==> src/rtl/prog_loader.sv <==
// Framed byte-stream loader: SYNC, address, length, payload, optional checksum.
// Define PROG_LOADER_CSUM_EN to append and verify an 8-bit additive checksum.
module prog_loader #(
  parameter int          ADDR_W    = 8,
  parameter int          DATA_W    = 8,
  parameter logic [7:0]  SYNC_BYTE = 8'hA5
) (
  input  logic              clk,
  input  logic              rst,
  input  logic [7:0]        in_data,
  input  logic              in_valid,
  output logic              in_ready,
  input  logic              abort,
  output logic              mem_we,
  output logic [ADDR_W-1:0] mem_addr,
  output logic [DATA_W-1:0] mem_wdata,
  output logic              cpu_hold,
  output logic              done,
  output logic              err
);

  typedef enum logic [2:0] {
    S_IDLE,
    S_ADDR,
    S_LEN,
    S_DATA,
`ifdef PROG_LOADER_CSUM_EN
    S_CSUM,
`endif
    S_DONE,
    S_ERR
  } state_t;

  state_t              state_q, state_d;
  logic [ADDR_W-1:0]   ptr_q, ptr_d;
  logic [7:0]          cnt_q, cnt_d;
  logic                we_q, we_d;
  logic [ADDR_W-1:0]   addr_q, addr_d;
  logic [DATA_W-1:0]   wdata_q, wdata_d;
`ifdef PROG_LOADER_CSUM_EN
  logic [7:0]          sum_q, sum_d;
`endif

  logic acc;
  logic active;

  assign in_ready  = (state_q != S_DONE) && (state_q != S_ERR);
  assign acc       = in_valid && in_ready;
  assign active    = in_ready && (state_q != S_IDLE);
  assign cpu_hold  = (state_q != S_IDLE);
  assign done      = (state_q == S_DONE);
  assign err       = (state_q == S_ERR);
  assign mem_we    = we_q;
  assign mem_addr  = addr_q;
  assign mem_wdata = wdata_q;

  always_ff @(posedge clk or posedge rst) begin
    if (rst) begin
      state_q <= S_IDLE;
      ptr_q   <= '0;
      cnt_q   <= '0;
      we_q    <= 1'b0;
      addr_q  <= '0;
      wdata_q <= '0;
`ifdef PROG_LOADER_CSUM_EN
      sum_q   <= '0;
`endif
    end else begin
      state_q <= state_d;
      ptr_q   <= ptr_d;
      cnt_q   <= cnt_d;
      we_q    <= we_d;
      addr_q  <= addr_d;
      wdata_q <= wdata_d;
`ifdef PROG_LOADER_CSUM_EN
      sum_q   <= sum_d;
`endif
    end
  end

  always_comb begin
    state_d = state_q;
    ptr_d   = ptr_q;
    cnt_d   = cnt_q;
    we_d    = 1'b0;
    addr_d  = addr_q;
    wdata_d = wdata_q;
`ifdef PROG_LOADER_CSUM_EN
    sum_d   = sum_q;
`endif
    // abort wins over any byte presented in the same cycle
    if (abort && active) begin
      state_d = S_ERR;
    end else begin
      case (state_q)
        S_IDLE: begin
          if (acc && in_data == SYNC_BYTE) state_d = S_ADDR;
        end
        S_ADDR: begin
          if (acc) begin
            ptr_d   = in_data[ADDR_W-1:0];
            state_d = S_LEN;
          end
        end
        S_LEN: begin
          if (acc) begin
            cnt_d = in_data;
`ifdef PROG_LOADER_CSUM_EN
            sum_d   = 8'h00;
            state_d = (in_data == 8'h00) ? S_CSUM : S_DATA;
`else
            state_d = (in_data == 8'h00) ? S_DONE : S_DATA;
`endif
          end
        end
        S_DATA: begin
          if (acc) begin
            we_d    = 1'b1;
            addr_d  = ptr_q;
            wdata_d = in_data[DATA_W-1:0];
            ptr_d   = ptr_q + ADDR_W'(1);
            cnt_d   = cnt_q - 8'd1;
`ifdef PROG_LOADER_CSUM_EN
            sum_d = sum_q + in_data;
            if (cnt_q == 8'd1) state_d = S_CSUM;
`else
            if (cnt_q == 8'd1) state_d = S_DONE;
`endif
          end
        end
`ifdef PROG_LOADER_CSUM_EN
        S_CSUM: begin
          if (acc) state_d = (in_data == sum_q) ? S_DONE : S_ERR;
        end
`endif
        S_DONE:  state_d = S_IDLE;
        S_ERR:   state_d = S_IDLE;
        default: state_d = S_IDLE;
      endcase
    end
  end

endmodule
==> config.mk <==
export PLATFORM = sky130hd
export DESIGN_NAME = prog_loader
export DESIGN_NICKNAME = d
export VERILOG_FILES = /design/src/rtl/prog_loader.sv
export SDC_FILE = /design/constraint.sdc
export NUM_CORES = 1
export LEC_CHECK = 0
export ABC_CLOCK_PERIOD_IN_PS = 4000
export CORE_ASPECT_RATIO = 1.5
export CORE_UTILIZATION = 56
export CTS_CLUSTER_DIAMETER = 40
export DETAILED_ROUTE_END_ITERATION = 10
export GPL_TIMING_DRIVEN = 1
export MAX_ROUTING_LAYER = met4
export PLACE_DENSITY = 0.89
export SYNTH_ARGS = -nofsm -noshare
export SYNTH_HDL_FRONTEND = slang
export SYNTH_SLANG_ARGS = --single-unit
==> constraint.sdc <==
create_clock -name clk -period 4 [get_ports clk]
set_input_delay 0.8 -clock clk [delete_from_list [all_inputs] [get_ports clk]]
set_output_delay 0.8 -clock clk [all_outputs]
set_load 0.1 [all_outputs]
==> summary.md, run 1 <==
| Metric | Value |
|---|---|
| Layout cells sized above 1 | 0.1429 |
| Worst Setup SP | state_q[1] |
| CP arrival | around 2.3 ns |
| Clk root buf | clkbuf_8 |
| First-pass GRT wire length | roughly 7600 µm |
| Sequential area share after synthesis | 0.4666 |
| ANT nets after route | 0 |
| Endpoint of the worst register-to-register path | state_q[0] |
| Row cnt | 25 |
| Hold Path Class | reg2reg |
| CP endpoint | done |
| Fin. max-slew vios | 0 |
| Peak Freq | ~320 MHz |
| Die footprint | ~0.0037 mm² |
| Mapped Avg Cell Area | slightly above 10 µm² |
| CP Max Fanout | 13 |
| Worst Clk Skew | about 0.0044 ns |
| Post-CTS Resized | 0 |
| CP Launch Type | flop |
| Final min period | ~3 ns |
| Syn Nets | 201 |
| Die X | roughly 50 µm |
| Worst slew pin tran | between 0.9 and 1 ns |
| Setup slack on the worst flop-to-flop path | 1.77 ns |
| CP max stage cell | clkdlybuf4s50_1 |
| 1st-iter DRT viols | slightly below 70 |
| EDFF count, synth | 0 |
| Core area | around 0.0032 mm² |
| Largest net degree at the start of global routing | 37 |
| Crit Path Category | reg2out |
| Ant diodes | 0 |
| WP data required | approximately 3.2 ns |
| Reg-to-reg startpoint | state_q[0] |
| Synth Register Bits | 36 |
| CTS Sinks | 36 |
| Total CTS buffers | 5 |
| RePlAce Congestion | roughly 0.98 |
| Final Cycle Share | 0.7707 |
| Post-Syn Area | between 0.0015 and 0.002 mm² |
| Crit end category | primary output |
| Io pins | 33 |
| Ys Warns | 0 |
| Vias | 1630 |
| Crit path depth | 3 |
| GRT overflow | 0 |
| Post-CTS Hold Buffers | 0 |
| Worst-Skew Late Latency | between 0.2 and 0.3 ns |
| Clock transition at path regs | roughly 0.070 ns |
| Status | finished clean |
| Netlist cell types | 46 |
| Relative slew slack | 0.3462 |
| Max Buffers Root-to-Sink | 2 |
| Initial antenna violation count | 0 |
| Bufs and invs on worst path | 1 |
| WL final | 4503 µm |
| Tot GR Track Use | 0.2917 |
| Initial Util | 0.5992 |
| Max cap viols | 0 |
| Main synth FF type | dfrtp_1 |
| Crit path cell chain | nand2b_1, nor2_1, clkdlybuf4s50_1 |
| Final Hold Vio Count | 0 |
| Number of global-route vias before repair | approximately 1600 |
| Fin Setup TNS | 0 ns |
| Hold Path Cell Cnt | 2 |
| CTS tree | yes |
| Area growth, synth to finish | 22.68% |
| Syn Inst Count | around 190 |
| Post-CTS Setup Bufs | 0 |
| # DRC | 0 |
| DR vias/cell | about 6.3 |
| CTS H-Tree Depth | 2 |
| DR WL/cell | between 15 and 20 µm |
| Port bufs | 32 |
| Async SR Flop Fraction | 1.000 |
| Drt first pass iters | 5 |
| # setup viols final | 0 |
| DPL Wire Length | a little over 3000 µm |
| RSZ-0062 raised after global routing | no |
| Die H | 73.91 µm |
| R2R depth | 4 |
| Critical path's top delay family | buffers and inverters |
| Crit path largest cell delay | between 1 and 1.5 ns |
| NumNets Final | 231 |
==> Yosys cell counts (2+ instances only) <==
| library cell | number | area [µm²] |
|---|---|---|
| mux2_2 | 8 | 90.09 |
| a2bb2oi_1 | 2 | 17.52 |
| nand2_1 | 11 | 41.29 |
| nor3_1 | 5 | 25.02 |
| o2bb2ai_1 | 2 | 17.52 |
| o211ai_1 | 2 | 15.01 |
| a21oi_1 | 13 | 65.06 |
| buf_6 | 2 | 22.52 |
| buf_4 | 2 | 15.01 |
| nor2_1 | 11 | 41.29 |
| and3_1 | 5 | 31.28 |
| inv_1 | 6 | 22.52 |
| buf_2 | 5 | 25.02 |
| nand3_1 | 10 | 50.05 |
| a22oi_1 | 5 | 37.54 |
| a31oi_1 | 3 | 18.77 |
| o21ai_0 | 19 | 95.09 |
| ha_1 | 3 | 37.54 |
| mux2_4 | 7 | 105.1 |
| dfrtp_1 | 36 | 900.9 |
| nor4_2 | 2 | 25.02 |
| o22ai_1 | 2 | 12.51 |
| nor2b_1 | 2 | 12.51 |
==> cell usage in the layout, fill, tap and decap left out, types with 2 or more instances in the layout <==
| cell type | netlist | final |
|---|---|---|
| a31oi_1 | 3 | 3 |
| o21ai_0 | 19 | 19 |
| dfrtp_1 | 36 | 36 |
| a21oi_1 | 13 | 13 |
| a2bb2oi_1 | 2 | 2 |
| o211ai_1 | 2 | 2 |
| nor3_1 | 5 | 5 |
| nor2_1 | 11 | 11 |
| a22oi_1 | 5 | 5 |
| nor4_2 | 2 | 2 |
| mux2_4 | 7 | 7 |
| mux2_2 | 8 | 8 |
| o22ai_1 | 2 | 2 |
| and3_1 | 5 | 5 |
| nand3_1 | 10 | 10 |
| clkbuf_8 | 0 | 7 |
| nand2_1 | 11 | 11 |
| ha_1 | 3 | 3 |
| nor2b_1 | 2 | 2 |
| inv_1 | 6 | 6 |
| clkdlybuf4s50_1 | 0 | 32 |
| o2bb2ai_1 | 2 | 2 |
==> tightest hold or removal path, stage by stage, from the launching register on <==
cell and delay (ns):
dfrtp_1 0.35, nand2_1 0.05, o21ai_0 0.06
==> per-layer routing <==
metal	wire, µm	GRT usage	up-vias
met5	0	-	-
met4	163	0.1651	0
met3	230	0.07246	16
met2	2320	0.4700	70
met1	1789	0.3280	796
li1	-	-	748
==> flip-flops by register name, summed over array words and instances, names as in the netlist <==
signal,count
cnt_q,8
ptr_q,8
mem_wdata,8
mem_addr,8
mem_we,1
state_q,3
==> how the worst min path moves through the flow <==
stage,from,end,slack (ns)
4_1_cts,mem_addr[4],mem_addr[4],0.51
2_1_floorplan,cnt_q[3],cnt_q[3],0.46
3_5_place_dp,mem_addr[4],mem_addr[4],0.48
3_3_place_gp,mem_addr[4],mem_addr[4],0.46
5_1_grt,mem_addr[6],mem_addr[6],0.52
6_report,mem_addr[4],mem_addr[4],0.50
==> logic make-up after synthesis <==
| family | share of synthesized area |
|---|---|
| buf+inv | 0.04795 |
| fa+ha+maj | 0.01944 |
| simple gates | 0.1802 |
| mux | 0.1063 |
| flops | 0.4666 |
| compound gates | 0.1795 |
==> cell type report <==
| cell class | count | area, µm² |
|---|---|---|
| Clock buffer | 7 | 96.34 |
| Inverter | 7 | 26.28 |
| Fill cell | 226 | 853.3 |
| Clock inverter | 1 | 30.03 |
| Tap cell | 40 | 50.05 |
| Timing Repair Buffer | 33 | 327.8 |
| Multi-Input combinational cell | 133 | 937.1 |
| Sequential cell | 36 | 900.9 |
==> through the flow <==
stage / instances / utilization / hold WS (ns) / area [µm²] / setup WS (ns)
2_1_floorplan: 186 / - / 0.4617 / 1931 / 0.6348
3_3_place_gp: 249 / 0.6959 / 0.4640 / 2242 / 1.294
3_5_place_dp: 249 / 0.6959 / 0.4813 / 2242 / 1.232
4_1_cts: 257 / 0.7351 / 0.5066 / 2369 / 0.9129
5_1_grt: 257 / 0.7351 / 0.5246 / 2369 / 0.8267
6_report: 257 / 0.7351 / 0.4989 / 2369 / 0.9171
Power of run 1 is not shown: default switching activity piles up to over one toggle a cycle in this logic, so the estimate is an artifact.
==> run 2, diff against run 1 <==
Settings changed: ABC_CLOCK_PERIOD_IN_PS 4000 to 2550, CORE_UTILIZATION 56 to 47, PLACE_DENSITY 0.89 to 0.8.
Clock period 4 ns to 2.55 ns, I/O delays scaled along.
==> run 2 against run 1 <==
Critical path depth is 1 lower; setup slack worse by 0.42 ns; via count is 4.0% lower; non-clock buffer count is 3 higher; global-route usage is 5.6 points lower; register-to-register slack worse by 1.0 ns; final area is 1.5% lower; utilization is 14 points lower; first-iteration DRC count is 38% lower; cell count is 3.1% higher; wire length is 4.8% lower; die area is 18% higher.
==> summary.md, run 2 (synthesized netlist as in run 1, its figures left out) <==
| Metric | Value |
|---|---|
| # DRC | 0 |
| Final Cycle Share | 0.8038 |
| DR vias/cell | about 5.9 |
| Tot GR Track Use | 0.2357 |
| Post-CTS Hold Buffers | 0 |
| Vias | ~1600 |
| Final Hold Vio Count | 0 |
| Die H | 80.50 µm |
| Peak Freq | approximately 490 MHz |
| Post-CTS Resized | 0 |
| R2R depth | 5 |
| Row cnt | 28 |
| Fin Setup TNS | 0 ns |
| Most common cell after layout, fill and taps aside | dfrtp_1 |
| Crit Path Category | reg2out |
| Ant diodes | 0 |
| Multi-input gate area | about 940 µm² |
| Filler cells | 356 |
| Core area | slightly below 0.004 mm² |
| Worst-Skew Late Latency | 0.29 ns |
| Worst Setup SP | state_q[0] |
| 1st-iter DRT viols | 42 |
| Fin. max-slew vios | 0 |
| Post-CTS Setup Bufs | 0 |
| RSZ-0062 raised after global routing | no |
| CP arrival | about 1.5 ns |
| Area growth, synth to finish | 20.87% |
| Register area | around 900 µm² |
| DR WL/cell | 16.17 µm |
| Status | finished clean |
| Hold Path Class | reg2reg |
| GRT overflow | 0 |
| # setup viols final | 0 |
| CP max stage cell | dfrtp_1 |
| WP data required | ~2 ns |
| CTS tree | yes |
| CTS Sinks | 36 |
| Number of global-route vias before repair | roughly 1500 |
| ANT nets after route | 0 |
| Crit end category | primary output |
| Io pins | 33 |
| RePlAce Congestion | slightly below 0.8 |
| Clock transition at path regs | 0.07 ns |
| CP Max Fanout | 14 |
| CP Launch Type | flop |
| Clk root buf | clkbuf_8 |
| Highest-count cells in the layout ignoring fill and taps | dfrtp_1, buf_4, o21ai_0 |
| Layout cells sized above 1 | 0.2500 |
| Hold Path Cell Cnt | 2 |
| Total CTS buffers | 5 |
| WL final | between 4000 and 5000 µm |
| Worst Clk Skew | around 0.0074 ns |
| Drt first pass iters | 4 |
| Die X | 54.33 µm |
| Die footprint | roughly 0.0044 mm² |
| Max Buffers Root-to-Sink | 2 |
| Max cap viols | 0 |
| NumNets Final | between 200 and 250 |
| First-pass GRT wire length | just over 7000 µm |
| Initial Util | 0.4920 |
| Relative slew slack | 0.6953 |
| Crit path cell chain | or3_1, buf_4 |
| Fin cells | 265 |
| Reg-to-reg startpoint | state_q[0] |
| Final min period | just over 2 ns |
| DPL Wire Length | approximately 3000 µm |
| Largest net degree at the start of global routing | 37 |
| Crit path largest cell delay | 0.55 ns |
| Initial antenna violation count | 0 |
| DP Cell Count | approximately 260 |
| Port bufs | 32 |
| CTS H-Tree Depth | 2 |
| Worst slew pin tran | roughly 0.46 ns |
| Hold_sp | mem_addr[4] |
## run 2: changes by cell type in the layout (fill, tap and decap cells not counted)
cell and delta:
clkdlybuf4s50_1 -21, nor2_4 +1, nor2_1 -1, clkbuf_1 +1, clkbuf_8 -2, clkinv_2 +1
buf_4 +24
## run 2: stage by stage
| step | hold slack [ns] | setup WS (ns) | cell area (µm²) | util |
|---|---|---|---|---|
| after CTS | 0.4993 | 0.4925 | 2333 | 0.5947 |
| final | 0.4989 | 0.5002 | 2333 | 0.5947 |
| after global placement | 0.4762 | 0.3495 | 2226 | 0.5673 |
| after detailed placement | 0.4831 | 0.3154 | 2226 | 0.5673 |
| after global routing | 0.5241 | 0.4404 | 2333 | 0.5947 |
| after floorplan | 0.4617 | 0.2067 | 1938 | - |
## run 2: critical path: cells and delay by family, from the launching register on
kind | cells | cell delay, ns
buffers and inverters | 1 | 0.25
flip-flops | 1 | 0.55
AND/OR/NAND/NOR | 1 | 0.45
## run 2: cell type report
type | count | share of cell area
clock inverters | 2 | 0.01501
inverters | 7 | 0.01126
repair buffers | 36 | 0.1276
well taps | 45 | 0.02413
clock buffers | 6 | 0.03110
multi-input cells | 133 | 0.4048
flip-flops and latches | 36 | 0.3861
## run 2: metal layers
layer / routed length (µm) / GRT usage / share of wire
met2: 2125 / 0.3512 / 0.50
met5: 0 / - / 0
met3: 224 / 0.05492 / 0.052
met1: 1817 / 0.2955 / 0.42
met4: 117 / 0.1103 / 0.027
## run 2: path summary, 6_finish.rpt
path / end / slack [ns]
min: mem_addr[4] / 0.50
max reg2reg: state_q[0] / 0.73
min in group asynchronous: mem_addr[3] / 0.61
min reg2reg: mem_addr[4] / 0.50
max: cpu_hold / 0.50
max in group asynchronous: cnt_q[6] / 1.61
Power of run 2 is left out for the same reason.
==> run 3, diff against run 2 <==
Settings changed: ABC_CLOCK_PERIOD_IN_PS 2550 to 2000, CORE_UTILIZATION 47 to 52, PLACE_DENSITY 0.8 to 0.84.
Clock period 2.55 ns to 2 ns, I/O delays scaled along.
==> run 3 against run 2 <==
Critical path depth stayed put; die area shrank 9.3%; wire length rose by 12%; final area is 6.0% higher; count of clock-buffer cells in the layout unchanged; highest routed layer unchanged; critical endpoint unchanged.
==> summary.md, run 3 (synthesized netlist as in run 1, its figures left out) <==
| Metric | Value |
|---|---|
| Highest-count cells in the layout ignoring fill and taps | buf_4, dfrtp_1, o21ai_0 |
| Relative slew slack | 0.6914 |
| Initial Util | 0.5546 |
| Port bufs | 32 |
| Clock transition at path regs | about 0.06 ns |
| DR WL/cell | approximately 17 µm |
| Fin. max-slew vios | 0 |
| NumNets Final | between 200 and 300 |
| Post-CTS Resized | 0 |
| CTS Sinks | 36 |
| RSZ-0062 raised after global routing | no |
| WL final | 4804 µm |
| GRT overflow | 0 |
| # setup viols final | 0 |
| Die footprint | 0.003965 mm² |
| Final Hold Vio Count | 0 |
| Max cap viols | 0 |
| Final min period | between 1.5 and 2 ns |
| Status | finished clean |
| ANT nets after route | 0 |
| Number of global-route vias before repair | around 1700 |
| Vias | approximately 1700 |
| RePlAce Congestion | slightly below 0.9 |
| Post-CTS Hold Buffers | 0 |
| CP arrival | approximately 1.5 ns |
| Crit path cell chain | or3_1, buf_12 |
| Most common cell after layout, fill and taps aside | buf_4 |
| Crit Path Category | reg2out |
| Io pins | 33 |
| Layout cells sized above 1 | 0.3021 |
| Largest net degree at the start of global routing | 37 |
| Tot GR Track Use | 0.2763 |
| Bufs and invs on worst path | 1 |
| Filler cells | 260 |
| CP Max Fanout | 13 |
| Worst-Skew Late Latency | 0.29 ns |
| Clk root buf | clkbuf_8 |
| Max Buffers Root-to-Sink | 2 |
| Initial antenna violation count | 0 |
| Row cnt | 26 |
| First-pass GRT wire length | a little under 8000 µm |
| CP max stage cell | dfrtp_1 |
| Core area | ~0.0035 mm² |
| Area growth, synth to finish | 28.06% |
| Final Cycle Share | 0.9411 |
| Multi-input gate area | roughly 950 µm² |
| Peak Freq | 531.3 MHz |
| Total CTS buffers | 5 |
| 1st-iter DRT viols | about 70 |
| # DRC | 0 |
| Worst Clk Skew | approximately 0.0064 ns |
| DR vias/cell | between 6 and 7 |
| Hold Path Class | reg2reg |
| CTS H-Tree Depth | 2 |
| Drt first pass iters | 4 |
| DPL Wire Length | ~3600 µm |
| Fin Setup TNS | 0 ns |
| Crit end category | primary output |
| Die X | about 52 µm |
| CP Launch Type | flop |
| Register area | 900.9 µm² |
| Die H | approximately 77 µm |
| Crit path largest cell delay | 0.52 ns |
| Ant diodes | 0 |
| Critical path's top delay family | flip-flops |
| Worst slew pin tran | 0.4629 ns |
| CTS tree | yes |
| WP data required | roughly 1.6 ns |
| Post-CTS Setup Bufs | 0 |
[run 3: final cells by class]
type	count	area share
flip-flops and latches	36	0.3644
inverters	7	0.01063
well taps	42	0.02126
clock buffers	6	0.02935
multi-input cells	133	0.3831
clock inverters	1	0.002024
repair buffers	52	0.1893
[run 3: worst min-delay path, cell delays in order, from the launching register on]
cell and delay (ns):
dfrtp_1 0.35, nand2_1 0.05, o21ai_0 0.07
[run 3: through the flow]
step	utilization	hold WS, ns	instances	cell area, µm²	setup WS, ns
4_1_cts	0.7103	0.5024	277	2472	0.1288
5_1_grt	0.7103	0.5355	277	2472	0.07358
3_5_place_dp	0.6880	0.4881	270	2395	0.04254
6_report	0.7103	0.5042	277	2472	0.1178
3_3_place_gp	0.6880	0.4665	270	2395	0.09195
2_1_floorplan	-	0.4617	186	1941	0.05873
[run 3: worst paths after layout]
check	startpoint	to	slack, ns	cells past startpoint
worst min-delay path	cnt_q[3]	cnt_q[3]	0.50	2
worst max-delay path	state_q[1]	cpu_hold	0.12	2
max in group asynchronous	rst	state_q[0]	1.15	3
min in group asynchronous	rst	mem_wdata[4]	0.51	3
worst min register to register	cnt_q[3]	cnt_q[3]	0.50	2
worst max register to register	cnt_q[0]	cnt_q[5]	0.35	4
[run 3: layer usage]
metal  routed length, µm  global-route usage  share of wire
met1                1868              0.2987           0.39
met2                2574              0.4766           0.54
met3                 190             0.05589          0.040
met4                 170              0.1108          0.035
met5                   0                   -              0
Power of run 3 is left out for the same reason.
